===== config.mk =====
export PLATFORM = sky130hd
export DESIGN_NAME = bcd_display_mux_flat
export DESIGN_NICKNAME = d
export VERILOG_FILES = /design/src/rtl/bcd_display_mux_if.sv /design/src/rtl/bcd_display_mux.sv /design/src/flat_wrapper.sv
export SDC_FILE = /design/constraint.sdc
export NUM_CORES = 1
export LEC_CHECK = 0
export BUFFER_PORTS_ARGS = -buffer_cell sky130_fd_sc_hd__buf_4
export CAP_MARGIN = 20
export CORE_AREA = 4 4 59 101
export DETAILED_ROUTE_END_ITERATION = 12
export DIE_AREA = 0 0 63 105
export HOLD_SLACK_MARGIN = 0.12
export PLACE_DENSITY_LB_ADDON = 0.15
export SLEW_MARGIN = 20
export SYNTH_ARGS = -nofsm -noshare
export SYNTH_HDL_FRONTEND = slang
export SYNTH_SLANG_ARGS = --single-unit

===== constraint.sdc =====
create_clock -name clk -period 3.1 [get_ports clk]
set_clock_uncertainty 0.05 [all_clocks]
set_input_delay 0.62 -clock clk [delete_from_list [all_inputs] [get_ports clk]]
set_output_delay 0.62 -clock clk [all_outputs]
set_load 0.03 [all_outputs]

===== src/rtl/bcd_display_mux_if.sv =====
// Display bus between a BCD source and the digit-scanning mux: value/enable in, anode/segment pins out.
interface bcd_display_mux_if #(
    parameter int Ndigit = 4
);
    logic                  en;
    logic [Ndigit*4-1:0]   BCD;
    logic [Ndigit-1:0]     anode;
    logic [6:0]            seg;
    logic                  dp;

    modport master (output en, BCD, input anode, seg, dp);
    modport slave  (input en, BCD, output anode, seg, dp);
endinterface


===== src/rtl/bcd_display_mux.sv =====
// Time-multiplexed common-anode 7-segment driver with per-frame BCD snapshot.
// Optional build macro LEADING_ZERO_BLANK_EN blanks leading zero digits (digit 0 always shown).
module bcd_display_mux #(
    parameter int Ndigit   = 4,
    parameter int SCAN_DIV = 100000
) (
    input  logic               clk,
    input  logic               rst,
    bcd_display_mux_if.slave   bus
);

    localparam int IW = (Ndigit > 1) ? $clog2(Ndigit) : 1;
    localparam int CW = $clog2(SCAN_DIV);

    logic [CW-1:0]          scan_cnt;
    logic [IW-1:0]          digit_idx;
    logic [Ndigit*4-1:0]    frame;
    logic                   tick;
    logic                   frame_end;

    logic [3:0]             cur_digit;
    logic                   cur_blank;
    logic [Ndigit-1:0]      lz_blank;
    logic [Ndigit-1:0]      anode_d;
    logic [6:0]             seg_d;
    logic [Ndigit-1:0]      anode_q;
    logic [6:0]             seg_q;

    function automatic logic [6:0] decode(input logic [3:0] d);
        logic [6:0] s;
        case (d)
            4'd0:    s = 7'b1000000;
            4'd1:    s = 7'b1111001;
            4'd2:    s = 7'b0100100;
            4'd3:    s = 7'b0110000;
            4'd4:    s = 7'b0011001;
            4'd5:    s = 7'b0010010;
            4'd6:    s = 7'b0000010;
            4'd7:    s = 7'b1111000;
            4'd8:    s = 7'b0000000;
            4'd9:    s = 7'b0010000;
            default: s = 7'b0111111;
        endcase
        return s;
    endfunction

    assign tick      = (scan_cnt == CW'(SCAN_DIV - 1));
    assign frame_end = tick && (digit_idx == IW'(Ndigit - 1));

    // Counter, index and snapshot run regardless of en so re-enabling never slips phase.
    always_ff @(posedge clk) begin
        if (rst) begin
            scan_cnt  <= '0;
            digit_idx <= '0;
            frame     <= '0;
        end else begin
            scan_cnt <= tick ? '0 : scan_cnt + CW'(1);
            if (tick) begin
                digit_idx <= frame_end ? '0 : digit_idx + IW'(1);
            end
            if (frame_end) begin
                frame <= bus.BCD;
            end
        end
    end

`ifdef LEADING_ZERO_BLANK_EN
    // A digit is blank when it and every digit above it are zero; digit 0 is exempt.
    always_comb begin
        logic all_zero;
        all_zero = 1'b1;
        lz_blank = '0;
        for (int k = Ndigit - 1; k >= 0; k--) begin
            all_zero    = all_zero && (frame[4*k +: 4] == 4'd0);
            lz_blank[k] = (k != 0) && all_zero;
        end
    end
`else
    assign lz_blank = '0;
`endif

    always_comb begin
        cur_digit = '0;
        cur_blank = 1'b0;
        for (int i = 0; i < Ndigit; i++) begin
            if (digit_idx == IW'(i)) begin
                cur_digit = frame[4*i +: 4];
                cur_blank = lz_blank[i];
            end
        end
    end

    always_comb begin
        anode_d = '1;
        seg_d   = 7'b1111111;
        if (bus.en && !cur_blank) begin
            for (int i = 0; i < Ndigit; i++) begin
                anode_d[i] = (digit_idx != IW'(i));
            end
            seg_d = decode(cur_digit);
        end
    end

    always_ff @(posedge clk) begin
        if (rst) begin
            anode_q <= '1;
            seg_q   <= 7'b1111111;
        end else begin
            anode_q <= anode_d;
            seg_q   <= seg_d;
        end
    end

    assign bus.anode = anode_q;
    assign bus.seg   = seg_q;
    assign bus.dp    = 1'b1;

endmodule


===== src/flat_wrapper.sv =====
// flat-port wrapper written by rule: the top's interface ports become plain ports
module bcd_display_mux_flat 
#(
    parameter int Ndigit   = 4,
    parameter int SCAN_DIV = 100000
)
  (clk, rst, bus_en, bus_BCD, bus_anode, bus_seg, bus_dp);
  bcd_display_mux_if #(.Ndigit(Ndigit)) bus_i ();
  input  logic clk;
  input  logic rst;
  input wire logic [$bits(bus_i.en)-1:0] bus_en;
  input wire logic [$bits(bus_i.BCD)-1:0] bus_BCD;
  output wire logic [$bits(bus_i.anode)-1:0] bus_anode;
  output wire logic [$bits(bus_i.seg)-1:0] bus_seg;
  output wire logic [$bits(bus_i.dp)-1:0] bus_dp;
  assign bus_i.en = bus_en;
  assign bus_i.BCD = bus_BCD;
  assign bus_anode = bus_i.anode;
  assign bus_seg = bus_i.seg;
  assign bus_dp = bus_i.dp;
  bcd_display_mux #(.Ndigit(Ndigit), .SCAN_DIV(SCAN_DIV)) u_core (.clk(clk), .rst(rst), .bus(bus_i));
endmodule

==> impl_metrics.py <==
metrics = {
    "floorplanning": {
        "core_area_mm2": 0.00521,
        "dieArea_mm2": 0.00662,
        "die_h_um": 105,
        "std_cell_rows": 35,
        "die_w_um": 63,
        "start_util_pct": 38.5,
        "ios": 31,
    },
    "flow_run": {
        "max_cap_violations": 0,
    },
    "synth": {
        "synth_warnings": 0,
        "synthCells": 213,
        "synth-xor-area-share_pct": 6.55,
        "synthAdderAreaFrac_pct": 3.75,
        "synth_edf_count": 0,
        "synth_top_family_by_area": "simple AND/OR/NAND/NOR gates",
        "synth_compound_area_share_pct": 7.74,
        "synth_top_area_cell": "dfxtp_1",
        "ys_seq_area_share_pct": 45.9,
        "syn_area_per_cell_um2": 9.41,
        "synth.distinct_cells": 42,
        "yosysMostFrequentCell": "dfxtp_1",
        "muxShareOfSynthArea_pct": 8.49,
        "synth_fp_nets": 238,
        "synth_area_leaders": "dfxtp_1 (46%), mux2i_1 (8.5%), nor2_1 (7.9%)",
        "postSynth.asyncResetShare_pct": 0,
        "synth-simple-area-share_pct": 21.7,
        "ys_top_cells_by_count": "dfxtp_1 (46), nor2_1 (42), mux2i_1 (17)",
        "synth_ff_type": "dfxtp_1",
        "ys_seq_elements": 46,
        "syn_area_mm2": 0.00200,
        "yosys.area.top_type_share_pct": 45.9,
    },
    "worst_hold_path": {
        "holdCritPathClass": "flop to flop",
    },
    "grt": {
        "antenna_found_initial": 0,
        "first_global_vias": 1503,
        "grt_pass1_wl_um": 6870,
        "grt_start_max_net_pins": 22,
        "gr-usage-all-layers_pct": 13.1,
        "grt.overflow.total": 0,
    },
    "pwr": {
        "power_leakage_uw": 0.000897,
        "seqPwrFrac_pct": 60.7,
        "p_per_area_mw_per_mm2": 435,
        "power_frac_clock_pct": 33.9,
        "power.switching_uw": 219,
        "comb_power_share_pct": 5.4,
        "sw_frac_of_total_pct": 22.0,
        "internal_power_uw": 775,
        "ir_worst_vdd_mv": 0.375,
    },
    "sta": {
        "max_freq_mhz": 422,
        "slew_viol_final": 0,
        "worst_pin_slew_ns": 0.696,
        "timing.final.hold_violations": 0,
        "tns_ns": 0,
        "grt_setup_unrepaired": "no",
        "setup_violations": 0,
        "period_share_pct": 76.4,
        "slew_headroom_pct": 53.4,
        "fin_crit_ns": 2.37,
    },
    "placed_design": {
        "hpwlAfterDp_um": 2960,
        "dpl.cell_count": 287,
        "gp_congestion": 0.812,
        "placement.io_buffers": 29,
    },
    "clock_tree": {
        "post_cts_resized": 0,
        "cts-root-buf": "clkbuf_8",
        "cts_buffers": 5,
        "cts_buffer_depth": 2,
        "clkTransAtPathRegs_ns": 0.08,
        "clock_latency_ns": 0.29,
        "postCtsHoldBufs": 0,
        "clock-sinks": 46,
        "cts_tree": "yes",
        "postCtsSetupBuffers": 0,
        "cts_max_level": 2,
    },
    "critical_path": {
        "end_kind": "flop",
        "crit_buf_inv": 0,
        "crit_fanout": 16,
        "crit_required_ns": 3.24,
        "worst-endpoint-arrival_ns": 2.50,
        "start_kind": "flop",
        "path_cells": "or4b_1 -> or4_1 -> nor2_8 -> mux2i_1 -> nor2_1",
        "cpMaxStageDelayCell": "or4_1",
        "slowest_delay_ns": 0.69,
        "worstSetupPathType": "flop to flop",
        "cp_top_family": "simple AND/OR/NAND/NOR gates",
    },
    "drt": {
        "vias": 1472,
        "via_per_inst": 5.01,
        "drc": 0,
        "routedWlPerCell_um": 13.2,
        "firstDrtPassIters": 3,
        "drt_iter0_markers": 29,
        "ant_nets": 0,
        "drt-total-wl_um": 3880,
    },
    "final_layout": {
        "layout-drive-gt1-share_pct": 15.9,
        "finalNonFillerCells": 294,
        "syn2layout_area_growth_pct": 13.9,
        "final_nets": 264,
        "antenna_cells": 0,
    },
    "status": {
        "status": "completed",
    },
}
-- kinds of logic (layout without fill, tap and decap cells) --
logic type,after synthesis,in the layout
simple gates,88,88
compound gates,23,23
buf+inv,17,43
xor+xnor,15,15
other cells,1,1
flops,46,46
fa+ha+maj,6,6
mux,17,17
-- stage by stage --
| step | hold WS (ns) | worst slack [ns] | cell area, µm² | power (µW) | util, % |
|---|---|---|---|---|---|
| 5_1_grt | 0.476 | 0.567 | 2280 | 1040 | 43.8 |
| 3_3_place_gp | 0.396 | 0.732 | 2200 | 673 | 42.3 |
| 2_1_floorplan | 0.380 | 0.925 | 2000 | 646 | - |
| 3_5_place_dp | 0.411 | 0.718 | 2200 | 672 | 42.3 |
| 4_1_cts | 0.430 | 0.683 | 2280 | 1010 | 43.8 |
| 6_report | 0.431 | 0.732 | 2280 | 994 | 43.8 |
-- per-layer routing --
layer,routed length [µm],track usage [%]
met1,1530,13.3
met2,2100,24.3
met3,182,4.09
met4,59,4.90
met5,0,0
-- worst reg2reg max path, cell delays in order, from the launching register on --
cell and delay [ns]:
dfxtp_1 0.35, or4b_1 0.51, or4_1 0.69, nor2_8 0.38, mux2i_1 0.25, nor2_1 0.05
-- final cells by class --
type	instances	area, µm²
clock buffer	5	68.8
clock inverter	2	10.0
fill	528	2930
inverter	7	26.3
multi-input combinational	150	971
sequential	46	921
tap	55	68.8
timing repair buffer	29	218
-- state kept, by name (all words and copies together) (netlist names) --
name / count
u_core.bus.anode: 4
u_core.bus.seg: 7
u_core.digit_idx: 2
u_core.frame: 16
u_core.scan_cnt: 17
-- cell usage in the layout (no fill, tap or decap) --
cell type / instances
clkbuf_8: 5
a21oi_1: 5
ha_1: 6
nand2_1: 14
nor3_1: 2
o21a_1: 2
nor3b_1: 2
xnor2_1: 4
xor2_1: 11
dfxtp_1: 46
a211oi_1: 3
o211a_1: 1
nand4_1: 2
o221ai_1: 1
inv_1: 7
buf_4: 29
or3_1: 1
nand3_1: 7
or4b_1: 2
or4_1: 1
nand2b_1: 2
nand3b_1: 3
a211o_1: 2
o2bb2ai_1: 2
mux2i_1: 17
nor2b_1: 3
conb_1: 1
nor2_8: 1
and3_1: 1
o21ai_0: 5
o211ai_1: 1
and2_1: 1
and4_1: 2
nor2_1: 42
a31oi_1: 1
or2_2: 1
clkinv_2: 2
nand4b_1: 1
-- final timing paths --
check,start,end,slack [ns],cells past startpoint
setup / recovery,u_core.scan_cnt[5],u_core.frame[4],0.73,5
hold / removal,u_core.scan_cnt[0],u_core.scan_cnt[0],0.43,1
setup reg to reg,u_core.scan_cnt[5],u_core.frame[4],0.73,5
hold reg to reg,u_core.scan_cnt[0],u_core.scan_cnt[0],0.43,1
-- power by group through the flow --
stage / clock [µW] / combinational, µW / sequential [µW]
global placement: 0 / 56.4 / 617
global route: 380 / 59.5 / 604
CTS: 354 / 55.3 / 603
finish: 337 / 53.8 / 603
detailed placement: 0 / 55.3 / 617
floorplan: 0 / 19.8 / 626
Note: power is estimated with default switching activity, not from simulation.
